File: src/rtl/interrupt_ack_sequencer_pkg.sv
// Shared types, OCW2 command encodings and level/one-hot helpers for the
// interrupt acknowledge sequencer.
package pic_pkg;

    localparam int NUM_IRQ = 8;

    typedef logic [2:0]         level_t;
    typedef logic [NUM_IRQ-1:0] irq_vec_t;

    typedef enum logic [1:0] {
        ST_IDLE,
        ST_ACK1,
        ST_WAIT2,
        ST_ACK2
    } state_e;

    // OCW2 {R, SL, EOI}
    localparam logic [2:0] OCW2_ROT_AEOI_CLR = 3'b000;
    localparam logic [2:0] OCW2_NSEOI        = 3'b001;
    localparam logic [2:0] OCW2_NOP          = 3'b010;
    localparam logic [2:0] OCW2_SEOI         = 3'b011;
    localparam logic [2:0] OCW2_ROT_AEOI_SET = 3'b100;
    localparam logic [2:0] OCW2_ROT_NSEOI    = 3'b101;
    localparam logic [2:0] OCW2_SET_PRI      = 3'b110;
    localparam logic [2:0] OCW2_ROT_SEOI     = 3'b111;

    function automatic irq_vec_t level_to_onehot(input level_t level);
        irq_vec_t v;
        v        = '0;
        v[level] = 1'b1;
        return v;
    endfunction

    function automatic level_t onehot_to_level(input irq_vec_t v);
        level_t level;
        level = '0;
        for (int i = 0; i < NUM_IRQ; i++) begin
            if (v[i]) level = level_t'(i);
        end
        return level;
    endfunction

    // 0 = highest priority; the level just after lowest_level ranks first.
    function automatic level_t prio_rank(input level_t level, input level_t lowest);
        return level - lowest - 3'd1;
    endfunction

endpackage

File: src/rtl/interrupt_ack_sequencer_if.sv
// Request, command and vector signals between the sequencer and its
// neighbours (IRR/IMR block, data-bus buffer, CPU acknowledge).
interface interrupt_ack_sequencer_if;
    import pic_pkg::*;

    logic           inta_n;
    irq_vec_t       irr;
    irq_vec_t       imr;
    logic           special_mask_mode;
    logic           auto_eoi;
    logic [4:0]     vector_base;
    logic           ocw2_write;
    logic [2:0]     ocw2_cmd;
    level_t         ocw2_level;

    logic           int_out;
    irq_vec_t       isr;
    irq_vec_t       clear_irr;
    logic [7:0]     data_out;
    logic           data_out_en;
    irq_vec_t       last_serviced;
    level_t         lowest_level;

    modport master (
        output inta_n, irr, imr, special_mask_mode, auto_eoi, vector_base,
               ocw2_write, ocw2_cmd, ocw2_level,
        input  int_out, isr, clear_irr, data_out, data_out_en,
               last_serviced, lowest_level
    );

    modport slave (
        input  inta_n, irr, imr, special_mask_mode, auto_eoi, vector_base,
               ocw2_write, ocw2_cmd, ocw2_level,
        output int_out, isr, clear_irr, data_out, data_out_en,
               last_serviced, lowest_level
    );

endinterface

File: src/rtl/interrupt_ack_sequencer_priority_resolver.sv
// Rotating-priority resolver: returns the one-hot highest-priority request,
// where priority starts just above lowest_i and rises cyclically.
module priority_resolver
    import pic_pkg::*;
(
    input  irq_vec_t req_i,
    input  level_t   lowest_i,
    output irq_vec_t grant_o,
    output logic     valid_o
);

    level_t idx;

    // NOTE: every combinational output gets a default before any branch,
    // so no path leaves a value held and no latch is inferred.
    always_comb begin
        grant_o = '0;
        idx     = '0;
        // Walk from lowest priority to highest so the last hit wins.
        for (int i = NUM_IRQ - 1; i >= 0; i--) begin
            idx = lowest_i + level_t'(i + 1);
            if (req_i[idx]) grant_o = level_to_onehot(idx);
        end
    end

    assign valid_o = |req_i;

endmodule

File: src/rtl/interrupt_ack_sequencer.sv
// 8259A-style in-service sequencer: raises INT, runs the two-pulse INTA
// handshake, owns the ISR and applies OCW2 EOI/rotation commands.
module interrupt_ack_sequencer
    import pic_pkg::*;
(
    input  logic                       clock,
    input  logic                       reset,
    interrupt_ack_sequencer_if.slave   bus
);

    state_e     state_q, state_d;
    logic       inta_prev_q;
    irq_vec_t   sel_q, sel_d;
    level_t     level_q, level_d;
    logic       rot_aeoi_q, rot_aeoi_d;
    logic       int_q, int_d;
    irq_vec_t   isr_q, isr_d;
    irq_vec_t   clear_irr_q, clear_irr_d;
    logic [7:0] data_q, data_d;
    logic       data_en_q, data_en_d;
    irq_vec_t   last_q, last_d;
    level_t     lowest_q, lowest_d;

    irq_vec_t   cand, cand_hi, isr_hi, blk, ack_set, eoi_clr;
    logic       cand_valid, isr_valid, blocked, fall, rise;
    level_t     cand_rank;

    assign fall = !bus.inta_n &&  inta_prev_q;
    assign rise =  bus.inta_n && !inta_prev_q;

    assign cand = bus.irr & ~bus.imr;
    // In special mask mode a masked in-service level no longer blocks.
    assign blk  = bus.special_mask_mode ? (isr_q & ~bus.imr) : isr_q;

    priority_resolver u_cand_res (
        .req_i    (cand),
        .lowest_i (lowest_q),
        .grant_o  (cand_hi),
        .valid_o  (cand_valid)
    );

    priority_resolver u_isr_res (
        .req_i    (isr_q),
        .lowest_i (lowest_q),
        .grant_o  (isr_hi),
        .valid_o  (isr_valid)
    );

    always_comb begin
        state_d     = state_q;
        sel_d       = sel_q;
        level_d     = level_q;
        rot_aeoi_d  = rot_aeoi_q;
        clear_irr_d = '0;
        last_d      = last_q;
        data_d      = data_q;
        data_en_d   = data_en_q;
        lowest_d    = lowest_q;
        ack_set     = '0;
        eoi_clr     = '0;

        case (state_q)
            ST_IDLE: if (fall) begin
                state_d = ST_ACK1;
                if (cand_valid) begin
                    sel_d       = cand_hi;
                    level_d     = onehot_to_level(cand_hi);
                    ack_set     = cand_hi;
                    clear_irr_d = cand_hi;
                    last_d      = cand_hi;
                end else begin
                    sel_d   = '0;
                    level_d = 3'd7;
                end
            end
            ST_ACK1: if (rise) state_d = ST_WAIT2;
            ST_WAIT2: if (fall) begin
                state_d   = ST_ACK2;
                data_d    = {bus.vector_base, level_q};
                data_en_d = 1'b1;
            end
            ST_ACK2: if (rise) begin
                state_d   = ST_IDLE;
                data_en_d = 1'b0;
                if (bus.auto_eoi) begin
                    eoi_clr = sel_q;
                    if (rot_aeoi_q && (sel_q != '0)) lowest_d = level_q;
                end
            end
            default: state_d = ST_IDLE;
        endcase

        if (bus.ocw2_write) begin
            case (bus.ocw2_cmd)
                OCW2_NSEOI: if (!bus.special_mask_mode && isr_valid) eoi_clr |= isr_hi;
                OCW2_SEOI:  eoi_clr |= level_to_onehot(bus.ocw2_level);
                OCW2_ROT_NSEOI: if (isr_valid) begin
                    eoi_clr |= isr_hi;
                    lowest_d = onehot_to_level(isr_hi);
                end
                OCW2_ROT_SEOI: if (isr_q[bus.ocw2_level]) begin
                    eoi_clr |= level_to_onehot(bus.ocw2_level);
                    lowest_d = bus.ocw2_level;
                end
                OCW2_SET_PRI:      lowest_d   = bus.ocw2_level;
                OCW2_ROT_AEOI_SET: rot_aeoi_d = 1'b1;
                OCW2_ROT_AEOI_CLR: rot_aeoi_d = 1'b0;
                default: ;
            endcase
        end

        // Acknowledge set takes precedence over a same-cycle clear.
        isr_d = (isr_q & ~eoi_clr) | ack_set;
    end

    always_comb begin
        cand_rank = prio_rank(onehot_to_level(cand_hi), lowest_q);
        blocked   = 1'b0;
        for (int i = 0; i < NUM_IRQ; i++) begin
            if (blk[i] && (prio_rank(level_t'(i), lowest_q) <= cand_rank)) blocked = 1'b1;
        end
        int_d = (state_d == ST_IDLE) && cand_valid && !blocked;
    end

    // NOTE: state registers use non-blocking assignments so every register
    // samples pre-edge values regardless of statement order.
    always_ff @(posedge clock or posedge reset) begin
        if (reset) begin
            state_q     <= ST_IDLE;
            inta_prev_q <= 1'b1;
            sel_q       <= '0;
            level_q     <= '0;
            rot_aeoi_q  <= 1'b0;
            int_q       <= 1'b0;
            isr_q       <= '0;
            clear_irr_q <= '0;
            data_q      <= '0;
            data_en_q   <= 1'b0;
            last_q      <= '0;
            lowest_q    <= 3'd7;
        end else begin
            state_q     <= state_d;
            inta_prev_q <= bus.inta_n;
            sel_q       <= sel_d;
            level_q     <= level_d;
            rot_aeoi_q  <= rot_aeoi_d;
            int_q       <= int_d;
            isr_q       <= isr_d;
            clear_irr_q <= clear_irr_d;
            data_q      <= data_d;
            data_en_q   <= data_en_d;
            last_q      <= last_d;
            lowest_q    <= lowest_d;
        end
    end

    assign bus.int_out       = int_q;
    assign bus.isr           = isr_q;
    assign bus.clear_irr     = clear_irr_q;
    assign bus.data_out      = data_q;
    assign bus.data_out_en   = data_en_q;
    assign bus.last_serviced = last_q;
    assign bus.lowest_level  = lowest_q;

endmodule

File: src/flat_wrapper.sv
// flat-port wrapper written by rule: the top's interface ports become plain ports
module interrupt_ack_sequencer_flat import pic_pkg::*;
  (clock, reset, bus_inta_n, bus_irr, bus_imr, bus_special_mask_mode, bus_auto_eoi, bus_vector_base, bus_ocw2_write, bus_ocw2_cmd, bus_ocw2_level, bus_int_out, bus_isr, bus_clear_irr, bus_data_out, bus_data_out_en, bus_last_serviced, bus_lowest_level);
  interrupt_ack_sequencer_if bus_i ();
  input  logic clock;
  input  logic reset;
  input wire logic [$bits(bus_i.inta_n)-1:0] bus_inta_n;
  input wire logic [$bits(bus_i.irr)-1:0] bus_irr;
  input wire logic [$bits(bus_i.imr)-1:0] bus_imr;
  input wire logic [$bits(bus_i.special_mask_mode)-1:0] bus_special_mask_mode;
  input wire logic [$bits(bus_i.auto_eoi)-1:0] bus_auto_eoi;
  input wire logic [$bits(bus_i.vector_base)-1:0] bus_vector_base;
  input wire logic [$bits(bus_i.ocw2_write)-1:0] bus_ocw2_write;
  input wire logic [$bits(bus_i.ocw2_cmd)-1:0] bus_ocw2_cmd;
  input wire logic [$bits(bus_i.ocw2_level)-1:0] bus_ocw2_level;
  output wire logic [$bits(bus_i.int_out)-1:0] bus_int_out;
  output wire logic [$bits(bus_i.isr)-1:0] bus_isr;
  output wire logic [$bits(bus_i.clear_irr)-1:0] bus_clear_irr;
  output wire logic [$bits(bus_i.data_out)-1:0] bus_data_out;
  output wire logic [$bits(bus_i.data_out_en)-1:0] bus_data_out_en;
  output wire logic [$bits(bus_i.last_serviced)-1:0] bus_last_serviced;
  output wire logic [$bits(bus_i.lowest_level)-1:0] bus_lowest_level;
  assign bus_i.inta_n = bus_inta_n;
  assign bus_i.irr = bus_irr;
  assign bus_i.imr = bus_imr;
  assign bus_i.special_mask_mode = bus_special_mask_mode;
  assign bus_i.auto_eoi = bus_auto_eoi;
  assign bus_i.vector_base = bus_vector_base;
  assign bus_i.ocw2_write = bus_ocw2_write;
  assign bus_i.ocw2_cmd = bus_ocw2_cmd;
  assign bus_i.ocw2_level = bus_ocw2_level;
  assign bus_int_out = bus_i.int_out;
  assign bus_isr = bus_i.isr;
  assign bus_clear_irr = bus_i.clear_irr;
  assign bus_data_out = bus_i.data_out;
  assign bus_data_out_en = bus_i.data_out_en;
  assign bus_last_serviced = bus_i.last_serviced;
  assign bus_lowest_level = bus_i.lowest_level;
  interrupt_ack_sequencer u_core (.clock(clock), .reset(reset), .bus(bus_i));
endmodule
File: config.mk
export PLATFORM = sky130hd
export DESIGN_NAME = interrupt_ack_sequencer_flat
export DESIGN_NICKNAME = d
export VERILOG_FILES = /design/src/rtl/interrupt_ack_sequencer_pkg.sv /design/src/rtl/interrupt_ack_sequencer_if.sv /design/src/rtl/interrupt_ack_sequencer_priority_resolver.sv /design/src/rtl/interrupt_ack_sequencer.sv /design/src/flat_wrapper.sv
export SDC_FILE = /design/constraint.sdc
export NUM_CORES = 1
export LEC_CHECK = 0
export ABC_AREA = 1
export BUFFER_PORTS_ARGS = -buffer_cell sky130_fd_sc_hd__clkbuf_2
export CAP_MARGIN = 10
export CORE_MARGIN = 4
export CORE_UTILIZATION = 40
export CTS_BUF_LIST = sky130_fd_sc_hd__clkbuf_4 sky130_fd_sc_hd__clkbuf_8 sky130_fd_sc_hd__clkbuf_16
export CTS_CLUSTER_SIZE = 25
export DETAILED_ROUTE_END_ITERATION = 10
export GPL_TIMING_DRIVEN = 0
export PLACE_DENSITY = 0.67
export SYNTH_ARGS = -nofsm -noshare
export SYNTH_HDL_FRONTEND = slang
export SYNTH_SLANG_ARGS = --single-unit
File: constraint.sdc
create_clock -name clock -period 7.8 [get_ports clock]
set_input_delay 0.39 -clock clock [delete_from_list [all_inputs] [get_ports clock]]
set_output_delay 0.39 -clock clock [all_outputs]
set_load 0.01 [all_outputs]
==> results.sh <==
export IMPL_outcome="finished, final reports clean"
export IMPL_ys_warn_count=0
export IMPL_drt_wirelength_per_cell_um=16.7
export IMPL_rrSetupSlack_ps=2100
export IMPL_max_slew_margin_rel_pct=26.6
export IMPL_cts_num_sinks=52
export IMPL_cp_top_family="simple AND/OR/NAND/NOR gates"
export IMPL_final_layout_size_suffix_gt1_share_pct=15.7
export IMPL_start_util_pct=41.6
export IMPL_holdWs_ps=123
export IMPL_fin_crit_sh_pct=73.1
export IMPL_fin_skew_ps=2.93
export IMPL_io_buffers=67
export IMPL_synth_area_per_cell_um2=6.08
export IMPL_netlist_top_cells_count="249 x nand2_1, 116 x inv_1, 86 x a21oi_1, 78 x nand3_1, 60 x o21ai_0"
export IMPL_clk_pin_slew_ps=70
export IMPL_hpwl_mm=14.7
export IMPL_reg2reg_from="u_core.bus.lowest_level[0]$_DFF_PP1_"
export IMPL_crit_slowest_cell="nor3_1"
export IMPL_fp_dieW_um=123
export IMPL_synth_cells=878
export IMPL_arrival_ps=5890
export IMPL_grt_pass1_wl_mm=29.4
export IMPL_die_area_um2=15200
export IMPL_overflow=0
export IMPL_wirelength_mm=18.8
export IMPL_synth_top_cell_area_share_pct=22.5
export IMPL_rsz0062_at_grt="no"
export IMPL_ys_seq_area_share_pct=24.5
export IMPL_num_rows=41
export IMPL_path_class="reg2reg"
export IMPL_diodes=0
export IMPL_routabilityCongestion=1.05
export IMPL_ios=70
export IMPL_core_um2=12800
export IMPL_cts_tree="yes"
export IMPL_fin_tns_setup_ps=0
export IMPL_drtPass1Iterations=6
export IMPL_routed_via_density=5.47
export IMPL_ys_ff_latch=52
export IMPL_crit_path_start_kind="flop"
export IMPL_synth_edf_count=0
export IMPL_vias=6159
export IMPL_period_minus_slack_ps=5700
export IMPL_syn_area_um2=5340
export IMPL_final_setup_viol_count=0
export IMPL_crit_path_end_kind="flop"
export IMPL_cts_resized=0
export IMPL_drc=0
export IMPL_cts_setup_buffers=0
export IMPL_synth_largest_area_cell="dfrtp_1"
export IMPL_cts_buffers=5
export IMPL_finalHoldViolCount=0
export IMPL_grt_use_total_pct=24.7
export IMPL_synth_area_top_cells="dfrtp_1 23%, nand2_1 18%, inv_1 8.2%, a21oi_1 8.1%, nand3_1 7.3%"
export IMPL_finalNetCount=999
export IMPL_grt_max_degree=28
export IMPL_maxCapViolations=0
export IMPL_required_ps=7990
export IMPL_worst_pin_slew_ps=1090
export IMPL_clk_latency_ps=290
export IMPL_ys_flop_type="dfrtp_1"
export IMPL_worstPathMaxFanout=12
export IMPL_slew_violations=0
export IMPL_cts_hold_buf=0
export IMPL_grt_pass1_vias=5574
export IMPL_synth_distinct_cells=52
export IMPL_hold_class="in2async"
export IMPL_synthArstFlopShare_pct=100
export IMPL_htree_levels=2
export IMPL_clk_root_buffer_cell="clkbuf_16"
export IMPL_antenna_found_initial=0
export IMPL_max_freq_mhz=175
export IMPL_drt_initial_drc_count=786
export IMPL_clk_path_buf_depth=2
export IMPL_slowest_delay_ps=660
export IMPL_syn_nets=924
export IMPL_drt_antenna_violating_nets=0
export IMPL_reg2reg_depth=30
export IMPL_r2r_end="u_core.bus.int_out$_DFF_PP0_"
export IMPL_syn2layout_area_growth_pct=13.9
export IMPL_synthMostInstantiatedCell="nand2_1"
export IMPL_dieHeight_um=123
export IMPL_worstPathBufferInverterCount=9
-- per-stage QoR --
step	std cells	worst slack [ps]	util [%]	area, µm²
floorplan	878	3250	-	5340
global placement	1117	2230	45.9	5890
detailed placement	1118	2260	46.0	5910
CTS	1126	2230	47.4	6080
global route	1126	1810	47.4	6080
finish	1126	2100	47.4	6080
-- flip-flops by register name, indices dropped and copies added, names as in the netlist --
name                      count
u_core.bus.clear_irr          8
u_core.bus.data_out           8
u_core.bus.isr                8
u_core.bus.last_serviced      8
u_core.sel_q                  8
u_core.bus.lowest_level       3
u_core.level_q                3
u_core.state_q                2
u_core.bus.data_out_en        1
u_core.bus.int_out            1
u_core.inta_prev_q            1
u_core.rot_aeoi_q             1
-- placed cells by master (no fill, tap or decap), drive strengths merged, types with 2 or more instances in the layout --
cell type,Yosys,routed
dfstp,4,4
buf,22,23
a22oi,6,6
a221oi,3,3
o21ai,95,95
a21oi,87,87
ha,12,12
o221ai,4,4
or2,5,5
o211ai,8,8
clkbuf,9,82
nand4,2,2
o22ai,6,6
nand2,261,261
mux2,5,5
o41ai,5,5
dfrtp,48,48
nor4,2,2
nand3,79,79
inv,126,127
nor2,54,54
o21a,4,4
nor3,17,17
-- how the worst max path moves through the flow --
stage                                   end  slack [ps]  cells after the start                                 start
6_report       u_core.bus.int_out$_DFF_PP0_        2100                     30  u_core.bus.lowest_level[0]$_DFF_PP1_
3_5_place_dp   u_core.bus.int_out$_DFF_PP0_        2260                     30  u_core.bus.lowest_level[0]$_DFF_PP1_
4_1_cts        u_core.bus.int_out$_DFF_PP0_        2230                     30  u_core.bus.lowest_level[0]$_DFF_PP1_
3_3_place_gp   u_core.bus.int_out$_DFF_PP0_        2230                     30  u_core.bus.lowest_level[0]$_DFF_PP1_
2_1_floorplan  u_core.bus.int_out$_DFF_PP0_        3250                     32  u_core.bus.lowest_level[0]$_DFF_PP1_
5_1_grt        u_core.bus.int_out$_DFF_PP0_        1810                     32  u_core.bus.lowest_level[0]$_DFF_PP1_
-- area by class of cell --
class                           count  area, µm²
Clock inverter                      2       38.8
Timing Repair Buffer               68        355
Inverter                          127        479
Sequential cell                    52       1310
Fill cell                        1401       6750
Tap cell                          172        215
Multi-Input combinational cell    668       3360
Buffer                             31        188
Clock buffer                        6        133
-- cells by family after synthesis --
group	after synthesis	share of synthesized area (%)
XOR/XNOR	2	0.328
adder cells (fa/ha/maj)	13	3.19
AO/OA/AOI/OAI	226	24.6
flip-flops	52	24.5
AND/OR/NAND/NOR	422	33.9
multiplexers	5	1.06
buffers and inverters	158	12.5
-- metal layers --
metal / up-vias / part of all wire (%) / GRT usage, %
li1: 3050 / - / -
met1: 2782 / 43 / 34.6
met2: 292 / 45 / 38.5
met3: 35 / 9.3 / 3.57
met4: 0 / 3.2 / 9.13
met5: - / 0 / 0
Power is left out: the tool's default activity adds up to more than one toggle a clock period on the data nets, which glitch-free logic cannot reach.
